### src/rtl/gcd_pkg.sv
// Shared definitions for the GCD engine front end and controller.
package gcd_pkg;

    // Operand/result width of the shared datapath bus.
    localparam int unsigned GCD_WIDTH = 16;

    // Default number of operand pairs buffered ahead of the engine.
    localparam int unsigned GCD_FIFO_DEPTH = 4;

    // Feeder sequencing states.
    typedef enum logic [2:0] {
        IDLE   = 3'd0,
        SEND_A = 3'd1,
        SEND_B = 3'd2,
        WAIT   = 3'd3,
        BYPASS = 3'd4,
        OUT    = 3'd5
    } feeder_state_t;

endpackage

### src/rtl/gcd_pair_fifo.sv
// Small synchronous FIFO holding packed {a, b} operand pairs.
// Registered count; pop and push may coincide; no fall-through.
module gcd_pair_fifo #(
    parameter int unsigned WIDTH = 32,
    parameter int unsigned DEPTH = 4
) (
    input  logic             clk,
    input  logic             rst_n,
    input  logic             push,
    input  logic             pop,
    input  logic [WIDTH-1:0] wdata,
    output logic [WIDTH-1:0] rdata,
    output logic             full,
    output logic             empty
);

    localparam int unsigned AW    = (DEPTH > 1) ? $clog2(DEPTH) : 1;
    localparam int unsigned CNT_W = AW + 1;

    localparam logic [AW-1:0]    PTR_ONE = AW'(1);
    localparam logic [CNT_W-1:0] CNT_ONE = CNT_W'(1);

    logic [WIDTH-1:0] mem [DEPTH];
    logic [AW-1:0]    wr_ptr;
    logic [AW-1:0]    rd_ptr;
    logic [CNT_W-1:0] count;
    logic             push_ok;
    logic             pop_ok;

    assign push_ok = push && !full;
    assign pop_ok  = pop && !empty;

    // DEPTH is a power of two and count never exceeds it, so the MSB alone flags full.
    assign full  = count[AW];
    assign empty = (count == '0);
    assign rdata = mem[rd_ptr];

    // Storage array: data only, no reset needed.
    always_ff @(posedge clk) begin
        if (push_ok) begin
            mem[wr_ptr] <= wdata;
        end
    end

    // Pointers wrap naturally modulo DEPTH; count tracks occupancy.
    always_ff @(posedge clk or negedge rst_n) begin
        if (!rst_n) begin
            wr_ptr <= '0;
            rd_ptr <= '0;
            count  <= '0;
        end else begin
            if (push_ok) begin
                wr_ptr <= wr_ptr + PTR_ONE;
            end
            if (pop_ok) begin
                rd_ptr <= rd_ptr + PTR_ONE;
            end
            case ({push_ok, pop_ok})
                2'b10:   count <= count + CNT_ONE;
                2'b01:   count <= count - CNT_ONE;
                default: count <= count;
            endcase
        end
    end

endmodule

### src/rtl/gcd_operand_feeder.sv
// Front end for the subtractive GCD engine: buffers operand pairs, serialises
// them onto data_in with a start pulse, waits for done and returns the result.
// Pairs containing a zero skip the engine and return a|b directly.
module gcd_operand_feeder
    import gcd_pkg::*;
#(
    parameter int unsigned WIDTH = GCD_WIDTH,
    parameter int unsigned DEPTH = GCD_FIFO_DEPTH
) (
    input  logic             clk,
    input  logic             rst_n,
    input  logic             in_valid,
    output logic             in_ready,
    input  logic [WIDTH-1:0] in_a,
    input  logic [WIDTH-1:0] in_b,
    output logic [WIDTH-1:0] data_in,
    output logic             start,
    input  logic             gcd_done,
    input  logic [WIDTH-1:0] gcd_result,
    output logic             res_valid,
    input  logic             res_ready,
    output logic [WIDTH-1:0] res_data,
    output logic             busy
);

    feeder_state_t      state;
    feeder_state_t      state_nxt;

    logic [WIDTH-1:0]   op_a;
    logic [WIDTH-1:0]   op_b;
    logic [WIDTH-1:0]   op_a_nxt;
    logic [WIDTH-1:0]   op_b_nxt;

    logic               start_nxt;
    logic [WIDTH-1:0]   data_in_nxt;
    logic               res_valid_nxt;
    logic [WIDTH-1:0]   res_data_nxt;

    logic               fifo_push;
    logic               fifo_pop;
    logic [2*WIDTH-1:0] fifo_rdata;
    logic               fifo_full;
    logic               fifo_empty;
    logic [WIDTH-1:0]   head_a;
    logic [WIDTH-1:0]   head_b;

    assign fifo_push = in_valid && !fifo_full;
    assign head_a    = fifo_rdata[2*WIDTH-1:WIDTH];
    assign head_b    = fifo_rdata[WIDTH-1:0];

    gcd_pair_fifo #(
        .WIDTH (2 * WIDTH),
        .DEPTH (DEPTH)
    ) u_pair_fifo (
        .clk   (clk),
        .rst_n (rst_n),
        .push  (fifo_push),
        .pop   (fifo_pop),
        .wdata ({in_a, in_b}),
        .rdata (fifo_rdata),
        .full  (fifo_full),
        .empty (fifo_empty)
    );

    assign in_ready = !fifo_full;
    assign busy     = (state != IDLE) || !fifo_empty;

    // Next-state and next-output decode; outputs are computed from the next
    // state so they can be registered and still line up with the state.
    always_comb begin
        state_nxt    = state;
        op_a_nxt     = op_a;
        op_b_nxt     = op_b;
        res_data_nxt = res_data;
        fifo_pop     = 1'b0;

        case (state)
            IDLE: begin
                if (!fifo_empty) begin
                    fifo_pop = 1'b1;
                    op_a_nxt = head_a;
                    op_b_nxt = head_b;
                    if ((head_a == '0) || (head_b == '0)) begin
                        state_nxt = BYPASS;
                    end else begin
                        state_nxt = SEND_A;
                    end
                end
            end
            SEND_A: state_nxt = SEND_B;
            SEND_B: state_nxt = WAIT;
            WAIT: begin
                if (gcd_done) begin
                    res_data_nxt = gcd_result;
                    state_nxt    = OUT;
                end
            end
            BYPASS: begin
                // gcd(x,0)=x and gcd(0,0)=0 both reduce to a bitwise OR.
                res_data_nxt = op_a | op_b;
                state_nxt    = OUT;
            end
            OUT: begin
                if (res_ready) begin
                    state_nxt = IDLE;
                end
            end
            default: state_nxt = IDLE;
        endcase

        start_nxt     = (state_nxt == SEND_A);
        res_valid_nxt = (state_nxt == OUT);
        data_in_nxt   = '0;
        if (state_nxt == SEND_A) begin
            data_in_nxt = op_a_nxt;
        end else if (state_nxt == SEND_B) begin
            data_in_nxt = op_b_nxt;
        end
    end

    // State, operand and output registers.
    always_ff @(posedge clk or negedge rst_n) begin
        if (!rst_n) begin
            state     <= IDLE;
            op_a      <= '0;
            op_b      <= '0;
            start     <= 1'b0;
            data_in   <= '0;
            res_valid <= 1'b0;
            res_data  <= '0;
        end else begin
            state     <= state_nxt;
            op_a      <= op_a_nxt;
            op_b      <= op_b_nxt;
            start     <= start_nxt;
            data_in   <= data_in_nxt;
            res_valid <= res_valid_nxt;
            res_data  <= res_data_nxt;
        end
    end

endmodule

### config.mk
export PLATFORM = sky130hd
export DESIGN_NAME = gcd_operand_feeder
export DESIGN_NICKNAME = d
export VERILOG_FILES = /design/src/rtl/gcd_pkg.sv /design/src/rtl/gcd_pair_fifo.sv /design/src/rtl/gcd_operand_feeder.sv
export SDC_FILE = /design/constraint.sdc
export NUM_CORES = 1
export LEC_CHECK = 0
export CORE_MARGIN = 1.5
export CORE_UTILIZATION = 40
export DETAILED_ROUTE_END_ITERATION = 6
export SYNTH_ARGS = -nofsm -noshare
export SYNTH_HDL_FRONTEND = slang
export SYNTH_SLANG_ARGS = --single-unit
### constraint.sdc
create_clock -name clk -period 2.51 [get_ports clk]
set_clock_uncertainty 0.05 [all_clocks]
set_input_delay 0.502 -clock clk [delete_from_list [all_inputs] [get_ports clk]]
set_output_delay 0.502 -clock clk [all_outputs]
set_load 0.01 [all_outputs]
After elaboration in Yosys (flattened, before gate mapping):

Memory sizes are Yosys's and may differ from the RTL's.
Index checks and enable logic that the tools add are counted.
W data, S select, Z words.

* memory bits (writable): 128
* output and inout port bits: 36
* register bits after elaboration: 76
* logic and storage cells: 60
* memories: 1

Memory list
* u_pair_fifo.mem: words 4, width 32, rd ports 1, clocked after Yosys merged registers in 0, wr ports 1, line gcd_pair_fifo.sv:23 `logic [WIDTH-1:0] mem [DEPTH];`

* reductions and logical operators: 15
* bitwise gates (word level): 1
* $add $sub $neg: 4
* mux-type cells: 18
* eq/ne operators: 11

Operators by type and width (count)
* $mux W16: 7
* $logic_not A16 Y1: 2
* $pmux W16 S2: 1
* $pmux W3 S6: 1
* $or A16 B16 Y16: 1
* $mux W3: 4
* $eq A3 B2 Y1 const B: 3
* $eq A3 B3 Y1 const B: 3
* $eq A3 B1 Y1 const B: 2
* $logic_not A3 Y1: 2
* $pmux W3 S2: 1
* $add A2 B1 Y2 const B: 2
* $mux W1: 4
* $reduce_bool A2 Y1: 2
* $add A3 B1 Y3 const B: 1
* $logic_and A1 B1 Y1: 3
* $reduce_bool A3 Y1: 1
* $sub A3 B1 Y3 const B: 1
* $eq A2 B1 Y1 const B: 1
* $eq A2 B2 Y1 const B: 1
* $logic_not A1 Y1: 2
* $logic_or A1 B1 Y1: 2
* $ne A2 B2 Y1 const B: 1
* $reduce_and A2 Y1: 1

Depth between registers and ports, before layout:

An unclocked memory read counts as a cell.

* depth after elaboration: 9
* depth in mapped cells: 11
* gate-level depth less buffers: 9

Hierarchy:

Synthesis repeated with hierarchy kept, for this count alone.

* cells, all modules: 481
* area, all modules: 7965.1 µm²

By module, submodules not included
* gcd_pair_fifo: area an instance 5077.4 µm², times used 1, cells an instance 206, sequential area each 4018.9 µm²
* gcd_operand_feeder: area an instance 2887.8 µm², times used 1, cells an instance 275, sequential area each 1726.7 µm²

Worst setup path after synthesis:

OpenSTA, ideal clock, no wires.

* kind: flip-flop to flip-flop
* from: register state[1]
* to: register u_pair_fifo.count[2]
* data required time: 2380 ps
* clock period less this slack: 2462 ps
* path slack: 48 ps
* setup time: 80 ps
* arrival: 2332 ps
* cell stages (with the launch flop): 12
* cells stage by stage: dfrtp_1 -> nor3_1 -> nand2b_1 -> clkbuf_1 -> inv_2 -> clkbuf_1 -> ha_1 -> inv_1 -> fa_1 -> xor2_1 -> nor2_1 -> xnor2_1

* cells in the longest elaborated chain, start to end: 5

Ends and longest elaborated chain
* start, declared: line gcd_operand_feeder.sv:26 `feeder_state_t state;`
* start signal, assigned: line gcd_operand_feeder.sv:132 `state <= state_nxt;`
* $logic_not A3 Y1 (*): line gcd_operand_feeder.sv:77 `case (state)`
* $mux W1 (*): line gcd_operand_feeder.sv:77
* $logic_and A1 B1 Y1 (*): line gcd_pair_fifo.sv:31 `assign pop_ok = pop && !empty;`
* named net u_pair_fifo.pop_ok: line gcd_pair_fifo.sv:28 `logic pop_ok;`
* $eq A2 B1 Y1 or $eq A2 B2 Y1 (tied branches): line gcd_pair_fifo.sv:58 `case ({push_ok, pop_ok})`
* $pmux W3 S2 or $reduce_bool A2 Y1 (tied branches)
* end signal, assigned: line gcd_pair_fifo.sv:59 `2'b10: count <= count + CNT_ONE;`
* end signal, assigned: line gcd_pair_fifo.sv:60 `2'b01: count <= count - CNT_ONE;`
* end signal, assigned: line gcd_pair_fifo.sv:61 `default: count <= count;`
* end, declared: line gcd_pair_fifo.sv:26 `logic [CNT_W-1:0] count;`

Mark *: on every way through the listed nets, which the timed path passes. The rest lies on a longest branch.
A chain may end at the register's enable or synchronous reset.

Worst setup path in the final report:

* from: register u_pair_fifo.rd_ptr[0]
* to: register data_in[14]

* cells in the longest elaborated chain, start to end: 9

Ends and longest elaborated chain
* start, declared: line gcd_pair_fifo.sv:25 `logic [AW-1:0] rd_ptr;`
* start signal, assigned: line gcd_pair_fifo.sv:56 `rd_ptr <= rd_ptr + PTR_ONE;`
* $mem_v2 Z4 W32 (*)
* $logic_not A16 Y1: line gcd_operand_feeder.sv:83 `if ((head_a == '0) || (head_b == '0)) begin`
* $logic_or A1 B1 Y1: line gcd_operand_feeder.sv:83
* $mux W3: line gcd_operand_feeder.sv:83
* $mux W3: line gcd_operand_feeder.sv:79 `if (!fifo_empty) begin`
* $pmux W3 S6: line gcd_operand_feeder.sv:77
* $eq A3 B2 Y1: line gcd_operand_feeder.sv:116 `end else if (state_nxt == SEND_B) begin`
* $mux W16: line gcd_operand_feeder.sv:116
* $mux W16 (*): line gcd_operand_feeder.sv:114 `if (state_nxt == SEND_A) begin`
* named net data_in_nxt[14]: line gcd_operand_feeder.sv:35 `logic [WIDTH-1:0] data_in_nxt;`
* end signal, assigned: line gcd_operand_feeder.sv:136 `data_in <= data_in_nxt;`
* end, declared: line gcd_operand_feeder.sv:16 `output logic [WIDTH-1:0] data_in,`

Marked as above.

==> impl_metrics.json <==
{
  "arrival_ns": 2.80,
  "grt_max_degree": 49,
  "viasPerCell": 5.00,
  "synth_compound_gate_area_share": 0.0414,
  "synthToLayoutAreaGrowth_pct": 27.2,
  "syn-cell-area_um2": 7820,
  "ir_drop_v": 0.000650,
  "combPwrFrac": 0.327,
  "clockBufferDepth": 3,
  "cts.sinks": 204,
  "period_minus_slack_ns": 2.47,
  "dpl.hpwl_um": 11200,
  "synth.avg_cell_area_um2": 15.8,
  "pwr_density_cell_nw_per_um2": 1190,
  "route.detailed.drc": 0,
  "cts_tree": "yes",
  "start_util": 0.413,
  "routed_wl_um": 17000,
  "end_kind": "register",
  "via_count": 4426,
  "firstDrtPassIters": 5,
  "muxShareOfSynthArea": 0.0934,
  "power.switching_mw": 3.67,
  "p_total_mw": 11.8,
  "antenna_cells": 0,
  "die_y_um": 143,
  "final_cells": 885,
  "tns_ns": 0,
  "grt_pass1_wl_um": 26800,
  "p_clk_frac": 0.260,
  "fin_nets": 669,
  "first_iter_violations": 357,
  "synth_top_family_by_area": "multiplexers",
  "synth-simple-area-share": 0.0912,
  "rr_worst_depth": 7,
  "clk_latency_ns": 0.50,
  "yosysSeqAreaShare": 0.734,
  "postRouteAntennaNets": 0,
  "report.final.slew_viol_count": 0,
  "synth_seq_cells": 204,
  "core_area_um2": 19000,
  "synth.largest_area_cell": "edfxtp_1",
  "fmax_mhz": 405,
  "synth_top_area_share": 0.491,
  "hold_viol_final": 0,
  "synthesis.nets": 555,
  "cts_root_buffer": "clkbuf_16",
  "status": "finished, final reports clean",
  "reg2reg_slack_ns": 0.04,
  "die_w_um": 143,
  "hold_path_class": "register to register",
  "final.period_utilization": 0.985,
  "boundaryPins": 89,
  "min_from": "op_a[6]$_DFF_PN0_",
  "leakage_nw": 3.77,
  "startpoint_type": "register",
  "fillers": 1571,
  "syn_inst": 496,
  "cap_violations": 0,
  "worst_pin_slew_ns": 0.644,
  "grt_use_total": 0.175,
  "antenna_found_initial": 0,
  "worstPathRequired_ns": 2.84,
  "r2r_start": "u_pair_fifo.rd_ptr[0]$_DFFE_PN0P_",
  "cts_inserted_buffers": 22,
  "p_int_mw": 8.15,
  "synth_fa_ha_area_frac": 0.0106,
  "hold_depth": 2,
  "dp_cells": 844,
  "synthTopCellsByArea": "edfxtp_1 (49%), dfrtp_1 (24%), mux4_2 (9.2%), nand2_1 (5.6%), a22o_1 (1.8%)",
  "rows": 50,
  "power_frac_seq": 0.413,
  "path_class": "register to register",
  "die_area_um2": 20400,
  "grt_pass1_vias": 4710,
  "setup_viol": 0,
  "routabilityCongestion": 0.760,
  "synth_xor_xnor_area_share": 0.00672,
  "swShare": 0.311,
  "min_to": "op_a[6]$_DFF_PN0_",
  "place_area_um2": 9170,
  "fin_ws_ns": 0.0384,
  "slew_headroom": 0.570,
  "h-tree-depth": 1,
  "portBuffers": 88,
  "post_drt_wl_per_cell_um": 19.2,
  "reg2reg_to": "data_in[14]$_DFF_PN0_",
  "rsz0062_at_grt": "yes",
  "fin_area_um2": 9950,
  "place_worst_setup_slack_ns": -0.0229,
  "cp_max_fo": 18,
  "path_clk_slew_ns": 0.06,
  "grt_overflow_total": 0,
  "yosysUniqueCellTypes": 34,
  "yosys_warnings": 0,
  "drive_gt1_frac": 0.155
}
-- synthesized netlist by cell type, drive strengths merged --
cell type	count
and2	4
mux4	32
and4	1
mux2i	1
dfrtp	76
ha	5
xor2	1
nor4	8
clkbuf	17
a211o	1
a22o	16
o21ai	33
nand4	2
nand2	116
a21oi	2
xnor2	5
buf	7
edfxtp	128
or2	2
fa	1
nor3	3
nor2b	1
nor3b	1
inv	9
or3	16
nand2b	2
and3	2
nor2	4
-- worst max-delay path, cell delays in order (launching register included) --
cell,delay (ns)
dfrtp_2,0.42
buf_12,0.19
mux4_2,0.55
nor4_2,0.30
nand4_1,0.19
and3_1,0.24
buf_12,0.16
a22o_1,0.24
-- registers in the layout (all words and copies together) (netlist names) --
register            flops
data_in                16
op_a                   16
op_b                   16
res_data               16
res_valid               1
start                   1
state                   3
u_pair_fifo.count       3
u_pair_fifo.mem       128
u_pair_fifo.rd_ptr      2
u_pair_fifo.wr_ptr      2
-- kinds of logic after synthesis --
family / after synthesis
DFF: 204
adders and majority gates: 6
xor gates and xnor gates: 6
buffers and inverters: 33
muxes: 33
AOI/OAI and AO/OA: 52
and+or+nand+nor: 162
-- how the worst max path moves through the flow --
stage | startpoint | cells past startpoint | slack, ns | endpoint
floorplan | state[1]$_DFF_PN0_ | 11 | 0.05 | u_pair_fifo.count[2]$_DFFE_PN0P_
global placement | u_pair_fifo.rd_ptr[0]$_DFFE_PN0P_ | 7 | -0.06 | data_in[2]$_DFF_PN0_
detailed placement | u_pair_fifo.rd_ptr[0]$_DFFE_PN0P_ | 7 | -0.02 | data_in[14]$_DFF_PN0_
CTS | u_pair_fifo.rd_ptr[0]$_DFFE_PN0P_ | 7 | 0.01 | data_in[14]$_DFF_PN0_
global route | u_pair_fifo.rd_ptr[0]$_DFFE_PN0P_ | 7 | -0.06 | data_in[1]$_DFF_PN0_
finish | u_pair_fifo.rd_ptr[0]$_DFFE_PN0P_ | 7 | 0.04 | data_in[14]$_DFF_PN0_
-- cells in the final DEF, fill, tap and decap left out, types with 2 or more instances in the layout --
| cell | instances |
|---|---|
| clkdlybuf4s50_1 | 87 |
| bufinv_16 | 2 |
| mux4_2 | 32 |
| and3_1 | 2 |
| nand2b_1 | 2 |
| clkbuf_16 | 23 |
| nand2_1 | 116 |
| clkinv_2 | 3 |
| nor4_2 | 3 |
| inv_1 | 8 |
| and2_1 | 4 |
| dfrtp_1 | 75 |
| a22o_1 | 16 |
| nor4_1 | 2 |
| a21oi_1 | 2 |
| buf_4 | 18 |
| nor4_4 | 3 |
| or3_1 | 16 |
| nor2_1 | 4 |
| o21ai_0 | 25 |
| clkbuf_1 | 5 |
| nor3_1 | 2 |
| xnor2_1 | 5 |
| buf_12 | 8 |
| edfxtp_1 | 128 |
| ha_1 | 5 |
| clkinv_1 | 6 |
| o21ai_1 | 8 |
| nand4_1 | 2 |
-- timing repair --
| action | in CTS | in global routing |
|---|---|---|
| setup buffers | 0 | 1 |
| pin swaps | 0 | 1 |
| hold buffers | 1 | 0 |
| setup endpoints to repair | 17 | 18 |
| gates resized for setup | 3 | 7 |
| hold endpoints to repair | 1 | 0 |
-- layout make-up --
cell class,count,area (um^2),share of cell area
Sequential cell,204,5750,0.578
Tap cell,260,325,0.0327
Clock inverter,11,97.6,0.00981
Multi-Input combinational cell,259,1980,0.199
Inverter,9,33.8,0.00339
Timing Repair Buffer,114,1180,0.118
Clock buffer,28,594,0.0597
-- power by group through the flow --
stage | sequential, mW | combinational (mW) | clock [mW]
2_1_floorplan | 4.90 | 2.24 | 0
3_3_place_gp | 4.92 | 3.70 | 0
3_5_place_dp | 4.95 | 3.80 | 0
4_1_cts | 4.89 | 3.84 | 3.15
5_1_grt | 4.97 | 4.26 | 3.29
6_report | 4.88 | 3.86 | 3.08
-- metrics by stage --
step	util	hold slack (ns)
final	0.525	0.416
after global routing	0.525	0.448
after CTS	0.522	0.421
after detailed placement	0.484	0.407
after global placement	0.484	0.402
after floorplan	-	0.156
-- metal layers --
| metal | GRT usage | vias to the layer above | wire length (um) |
|---|---|---|---|
| met5 | 0 | - | 0 |
| met4 | 0.0358 | 0 | 286 |
| met3 | 0.0329 | 26 | 883 |
| met2 | 0.284 | 126 | 8150 |
| met1 | 0.249 | 2219 | 7700 |
| li1 | - | 2055 | - |
(Power assumes the default switching activity.)
